### config.mk
export PLATFORM = sky130hd
export DESIGN_NAME = btn_sw_input_ctrl_flat
export DESIGN_NICKNAME = d
export VERILOG_FILES = /design/src/rtl/btn_sw_input_ctrl_if.sv /design/src/rtl/btn_sw_input_ctrl.sv /design/src/flat_wrapper.sv
export SDC_FILE = /design/constraint.sdc
export NUM_CORES = 1
export LEC_CHECK = 0
export ABC_AREA = 1
export CORE_UTILIZATION = 50
export DETAILED_ROUTE_END_ITERATION = 8
export GPL_ROUTABILITY_DRIVEN = 0
export PLACE_DENSITY = 0.72
export SLEW_MARGIN = 10
export SYNTH_ARGS = -nofsm -noshare
export SYNTH_HDL_FRONTEND = slang
export SYNTH_SLANG_ARGS = --single-unit
### constraint.sdc
create_clock -name clk -period 1.55 [get_ports clk]
set_input_delay 0.3875 -clock clk [delete_from_list [all_inputs] [get_ports clk]]
set_output_delay 0.3875 -clock clk [all_outputs]
set_load 0.02 [all_outputs]
### src/rtl/btn_sw_input_ctrl_if.sv
// CPU-side register port of btn_sw_input_ctrl.
//   rd_en   : register read strobe (CPU -> peripheral)
//   wr_en   : register write strobe (CPU -> peripheral)
//   addr    : 2-bit register address (CPU -> peripheral)
//   wdata   : 16-bit write data (CPU -> peripheral)
//   rd_data : 16-bit registered read data (peripheral -> CPU)
//   irq     : level interrupt request (peripheral -> CPU)
interface btn_sw_input_ctrl_if;
    logic        rd_en;
    logic        wr_en;
    logic [1:0]  addr;
    logic [15:0] wdata;
    logic [15:0] rd_data;
    logic        irq;

    modport master (
        output rd_en,
        output wr_en,
        output addr,
        output wdata,
        input  rd_data,
        input  irq
    );

    modport slave (
        input  rd_en,
        input  wr_en,
        input  addr,
        input  wdata,
        output rd_data,
        output irq
    );
endinterface

### src/rtl/btn_sw_input_ctrl.sv
// Button/switch input peripheral: synchronises and debounces active-low
// push-buttons, synchronises slide switches, latches press events as pending
// interrupt flags and exposes everything through a small register port.
//   clk         : system clock, rising edge
//   reset       : synchronous, active-high
//   buttons     : raw active-low buttons (asynchronous)
//   switches    : raw switches (asynchronous)
//   bus         : register port (rd_en/wr_en/addr/wdata in, rd_data/irq out)
//   btn_pressed : debounced button state, 1 = pressed
// Register map: 0 btn_pressed (R), 1 switches (R), 2 pend (R, clear-on-read),
// 3 mask (R/W, resets to all ones).
module btn_sw_input_ctrl #(
    parameter int unsigned N_BTN           = 4,
    parameter int unsigned N_SW            = 10,
    parameter int unsigned DEBOUNCE_CYCLES = 4,
    parameter int unsigned CNT_W           = 16
) (
    input  logic                 clk,
    input  logic                 reset,
    input  logic [N_BTN-1:0]     buttons,
    input  logic [N_SW-1:0]      switches,
    btn_sw_input_ctrl_if.slave   bus,
    output logic [N_BTN-1:0]     btn_pressed
);

    localparam int unsigned DATA_W = 16;
    localparam logic [1:0] ADDR_BTN  = 2'd0;
    localparam logic [1:0] ADDR_SW   = 2'd1;
    localparam logic [1:0] ADDR_PEND = 2'd2;
    localparam logic [CNT_W-1:0] CNT_LAST = CNT_W'(DEBOUNCE_CYCLES - 1);

    // Synchroniser chains; button flops hold raw (active-low) levels.
    logic [N_BTN-1:0]  btn_meta;
    logic [N_BTN-1:0]  btn_sync_n;
    logic [N_BTN-1:0]  btn_sync;
    logic [N_SW-1:0]   sw_meta;
    logic [N_SW-1:0]   sw_sync;

    logic [CNT_W-1:0]  cnt      [N_BTN];
    logic [CNT_W-1:0]  cnt_next [N_BTN];
    logic [N_BTN-1:0]  btn_next;
    logic [N_BTN-1:0]  press_c;
    logic [N_BTN-1:0]  pend;
    logic [N_BTN-1:0]  pend_next;
    logic [N_BTN-1:0]  pend_clr;
    logic [N_BTN-1:0]  mask;
    logic [DATA_W-1:0] rd_next;
    logic              rd_pend;
    logic              wr_mask;

    // Only wdata[N_BTN-1:0] is meaningful; fold the rest away explicitly.
    logic unused_wdata;
    assign unused_wdata = &{1'b0, bus.wdata};

    assign btn_sync = ~btn_sync_n;

    // Debounce: count consecutive disagreeing samples, accept on the last one.
    always_comb begin
        btn_next = btn_pressed;
        press_c  = '0;
        for (int i = 0; i < int'(N_BTN); i++) begin
            cnt_next[i] = '0;
            if (btn_sync[i] != btn_pressed[i]) begin
                if (cnt[i] == CNT_LAST) begin
                    btn_next[i] = btn_sync[i];
                    press_c[i]  = btn_sync[i];
                end else begin
                    cnt_next[i] = cnt[i] + CNT_W'(1);
                end
            end
        end
    end

    // Register decode; a new press edge wins over a clear-on-read of the same bit.
    always_comb begin
        rd_pend   = bus.rd_en && (bus.addr == ADDR_PEND);
        wr_mask   = bus.wr_en && (bus.addr == 2'd3);
        pend_clr  = rd_pend ? pend : '0;
        pend_next = (pend & ~pend_clr) | press_c;
        case (bus.addr)
            ADDR_BTN:  rd_next = DATA_W'(btn_pressed);
            ADDR_SW:   rd_next = DATA_W'(sw_sync);
            ADDR_PEND: rd_next = DATA_W'(pend);
            default:   rd_next = DATA_W'(mask);
        endcase
    end

    // State registers; rd_data samples pre-write mask on a combined read/write.
    always_ff @(posedge clk) begin
        if (reset) begin
            btn_meta    <= '1;
            btn_sync_n  <= '1;
            sw_meta     <= '0;
            sw_sync     <= '0;
            btn_pressed <= '0;
            for (int i = 0; i < int'(N_BTN); i++) begin
                cnt[i] <= '0;
            end
            pend        <= '0;
            mask        <= '1;
            bus.irq     <= 1'b0;
            bus.rd_data <= '0;
        end else begin
            btn_meta    <= buttons;
            btn_sync_n  <= btn_meta;
            sw_meta     <= switches;
            sw_sync     <= sw_meta;
            btn_pressed <= btn_next;
            for (int i = 0; i < int'(N_BTN); i++) begin
                cnt[i] <= cnt_next[i];
            end
            pend        <= pend_next;
            if (wr_mask) begin
                mask <= bus.wdata[N_BTN-1:0];
            end
            bus.irq     <= |(pend & mask);
            if (bus.rd_en) begin
                bus.rd_data <= rd_next;
            end
        end
    end

endmodule

### src/flat_wrapper.sv
// flat-port wrapper written by rule: the top's interface ports become plain ports
module btn_sw_input_ctrl_flat 
#(
    parameter int unsigned N_BTN           = 4,
    parameter int unsigned N_SW            = 10,
    parameter int unsigned DEBOUNCE_CYCLES = 4,
    parameter int unsigned CNT_W           = 16
)
  (clk, reset, buttons, switches, btn_pressed, bus_rd_en, bus_wr_en, bus_addr, bus_wdata, bus_rd_data, bus_irq);
  btn_sw_input_ctrl_if bus_i ();
  input  logic clk;
  input  logic reset;
  input  logic [N_BTN-1:0] buttons;
  input  logic [N_SW-1:0] switches;
  output logic [N_BTN-1:0] btn_pressed;
  input wire logic [$bits(bus_i.rd_en)-1:0] bus_rd_en;
  input wire logic [$bits(bus_i.wr_en)-1:0] bus_wr_en;
  input wire logic [$bits(bus_i.addr)-1:0] bus_addr;
  input wire logic [$bits(bus_i.wdata)-1:0] bus_wdata;
  output wire logic [$bits(bus_i.rd_data)-1:0] bus_rd_data;
  output wire logic [$bits(bus_i.irq)-1:0] bus_irq;
  assign bus_i.rd_en = bus_rd_en;
  assign bus_i.wr_en = bus_wr_en;
  assign bus_i.addr = bus_addr;
  assign bus_i.wdata = bus_wdata;
  assign bus_rd_data = bus_i.rd_data;
  assign bus_irq = bus_i.irq;
  btn_sw_input_ctrl #(.N_BTN(N_BTN), .N_SW(N_SW), .DEBOUNCE_CYCLES(DEBOUNCE_CYCLES), .CNT_W(CNT_W)) u_core (.clk(clk), .reset(reset), .buttons(buttons), .switches(switches), .bus(bus_i), .btn_pressed(btn_pressed));
endmodule
==> impl_metrics.ini <==
[yosys]
syn_inst = 760
muxShareOfSynthArea = 0
ys_warn_count = 0
synth-main-ff-cell = dfxtp_1
yosysUniqueCellTypes = 30
synth_top_area_share = 0.435
yosysMostFrequentCell = nand2_1
yosys.area_share.simple = 0.351
yosys_register_bits = 115
synthArstFlopShare = 0
synth_compound_area_frac = 0.0654
syn-mean-instance-area_um2 = 6.97
synth_top_cells_by_count = nand2_1 (154), nor2_1 (143), dfxtp_1 (115)
synth-edff-count = 0
synth_area_um2 = 5300
yosys.area.top_type = dfxtp_1
synthAdderAreaFrac = 0.00945
ys_top_cells_by_area = dfxtp_1 (43%), nand2_1 (11%), nor2_1 (10%)
synth_top_family_by_area = simple AND/OR/NAND/NOR gates
synth_xor_area_frac = 0.0413
yosysSeqAreaShare = 0.435

[routing]
first_iter_violations = 226
drc = 0
totalWireLength_um = 11300
via_count = 4808
viasPerCell = 4.95
postRouteAntennaNets = 0
post_drt_wl_per_cell_um = 11.7
drt_first_pass_iters = 5

[cts]
cts_tree = yes
cts_hold_buf = 0
cts.sinks = 115
cts_buffer_depth = 2
cts_made_buffers = 17
clk-insertion-delay-late_ps = 520
cts.htree.levels = 4
cts.clk_slew.worst_paths_ps = 60
cts_root_buf = clkbuf_8
post_cts_buffers = 0

[place]
dpl_worst_slack_ps = -102
portBuffers = 38
dpl_cell_area_um2 = 5890
dp_cells = 940
post-dp-hpwl_um = 7920

[final_layout]
drive_gt1_frac = 0.121
fin_nets = 863
n_antenna_cell = 0
postLayoutCellArea_um2 = 6490
areaGrowthSynthToFinish_pct = 22.6
layout.cells.non_filler = 972
nFillCells = 919

[timing]
min_period_over_period = 0.977
rsz0062_at_grt = false
fin_ws_ps = 35.8
skew_ps = 13.2
finalSetupViolCount = 0
min_period_ps = 1510
maxSlewViolCount = 0
clock.fmax_ghz = 0.660
finalHoldViolCount = 0

[global_route]
antenna_found_initial = 0
grt-ovfl-total = 0
grt_pass1_vias = 4570
grt_pass1_wl_um = 19400
grt_max_degree = 21
grt_usage = 0.219

[floorplanning]
die_x_um = 105
pin_count = 57
core_um2 = 10300
dieHeight_um = 105
die_area_um2 = 11000
row_count = 37
start_util = 0.515

[setup_path]
crit_buf_inv = 1
crit_slowest_cell = dfxtp_1
cp_max_fo = 2
max_stage_delay_ps = 340
required_ps = 1160
critical_path.top_delay_family = flip-flops
end_kind = output pin
setup.reg_to_reg.worst_slack_ps = 120
critPathArrivalTime_ps = 1130
start_kind = flip-flop
crit_chain = clkdlybuf4s15_2
crit_type = flip-flop to output pin

[pwr]
powerDensity_nw_per_um2 = 1120
p_leak_nw = 2.56
ir_drop_mv = 0.865

[hold_path]
hp-class = input port to flip-flop

[job]
max_cap_violations = 0

[status]
status = complete, no violations
per-stage QoR:
stage                util  total power [mW]  hold slack [ps]  setup TNS (ps)
finish              0.632              7.30              376               0
detailed placement  0.573              3.38              393           -3390
global placement    0.573              3.38              392           -1540
CTS                 0.634              7.38              356               0
floorplan               -              3.25              388               0
global route        0.632              7.54              375               0
power breakdown:
group / internal, mW / total (mW) / switching (mW) / leakage (nW)
Sequential: 3.01 / 3.04 / 0.0250 / 0.935
Combinational: 0.130 / 0.275 / 0.145 / 1.33
Clock: 2.49 / 3.99 / 1.50 / 0.295
path summary, 6_finish.rpt:
kind | from | end | cells past startpoint
min reg2reg | u_core.sw_meta[4] | u_core.sw_sync[4] | 2
max | u_core.btn_pressed[1] | btn_pressed[1] | 1
min | switches[6] | u_core.sw_meta[6] | 3
max reg2reg | u_core.cnt[0][0] | u_core.cnt[0][10] | 6
state kept, by name, indices dropped and copies added, names as in the netlist:
register            flops
u_core.sw_sync         10
u_core.pend             4
u_core.btn_meta         4
u_core.cnt             64
u_core.btn_pressed      4
u_core.btn_sync_n       4
u_core.sw_meta         10
u_core.bus.irq          1
u_core.bus.rd_data     10
u_core.mask             4
routing by layer:
metal | vias up | GRT usage | share of wire
met4 | 0 | 0.0926 | 0.020
met3 | 26 | 0.0543 | 0.037
met5 | - | 0 | 0
li1 | 2497 | - | -
met1 | 2179 | 0.254 | 0.45
met2 | 106 | 0.382 | 0.49
cell usage in the layout, fill, tap and decap left out, drive strengths merged:
| cell type | Yosys | final |
|---|---|---|
| a21oi | 41 | 41 |
| a41oi | 1 | 1 |
| buf | 14 | 24 |
| bufinv | 0 | 3 |
| clkbuf | 3 | 18 |
| clkdlybuf4s15 | 0 | 8 |
| clkdlybuf4s50 | 0 | 23 |
| clkinv | 0 | 3 |
| clkinvlp | 0 | 1 |
| conb | 1 | 6 |
| dfxtp | 115 | 115 |
| ha | 4 | 4 |
| inv | 105 | 113 |
| nand2 | 161 | 161 |
| nand3 | 75 | 75 |
| nand3b | 1 | 1 |
| nand4 | 23 | 23 |
| nor2 | 155 | 155 |
| nor3 | 1 | 1 |
| o21ai | 22 | 22 |
| o21bai | 1 | 1 |
| or2 | 12 | 12 |
| xnor2 | 9 | 9 |
| xor2 | 16 | 16 |
cell type report:
class | count | area (um2) | share of cell area
multi-input cells | 528 | 2520 | 0.388
flip-flops and latches | 115 | 2300 | 0.355
repair buffers | 56 | 503 | 0.0775
clock buffers | 17 | 414 | 0.0638
inverters | 105 | 394 | 0.0607
clock inverters | 15 | 190 | 0.0293
well taps | 136 | 170 | 0.0262
worst reg2reg max path, cell delays in order, from the launching register on:
cell     delay (ps)
dfxtp_1         400
ha_2            270
nand3_1         130
nor2_4          160
nand2_1          80
xor2_1          200
nor2_1           70
cells by family (layout without fill, tap and decap cells):
group | after synthesis | after routing
simple gates | 428 | 428
buf+inv | 122 | 193
fa+ha+maj | 4 | 4
other cells | 1 | 6
xor+xnor | 25 | 25
flops | 115 | 115
compound gates | 65 | 65
timing repair:
action                     CTS  global route
setup endpoints to repair   15            34
gates resized for setup     44            13
gates cloned                 0             0
(Power assumes the default switching activity.)
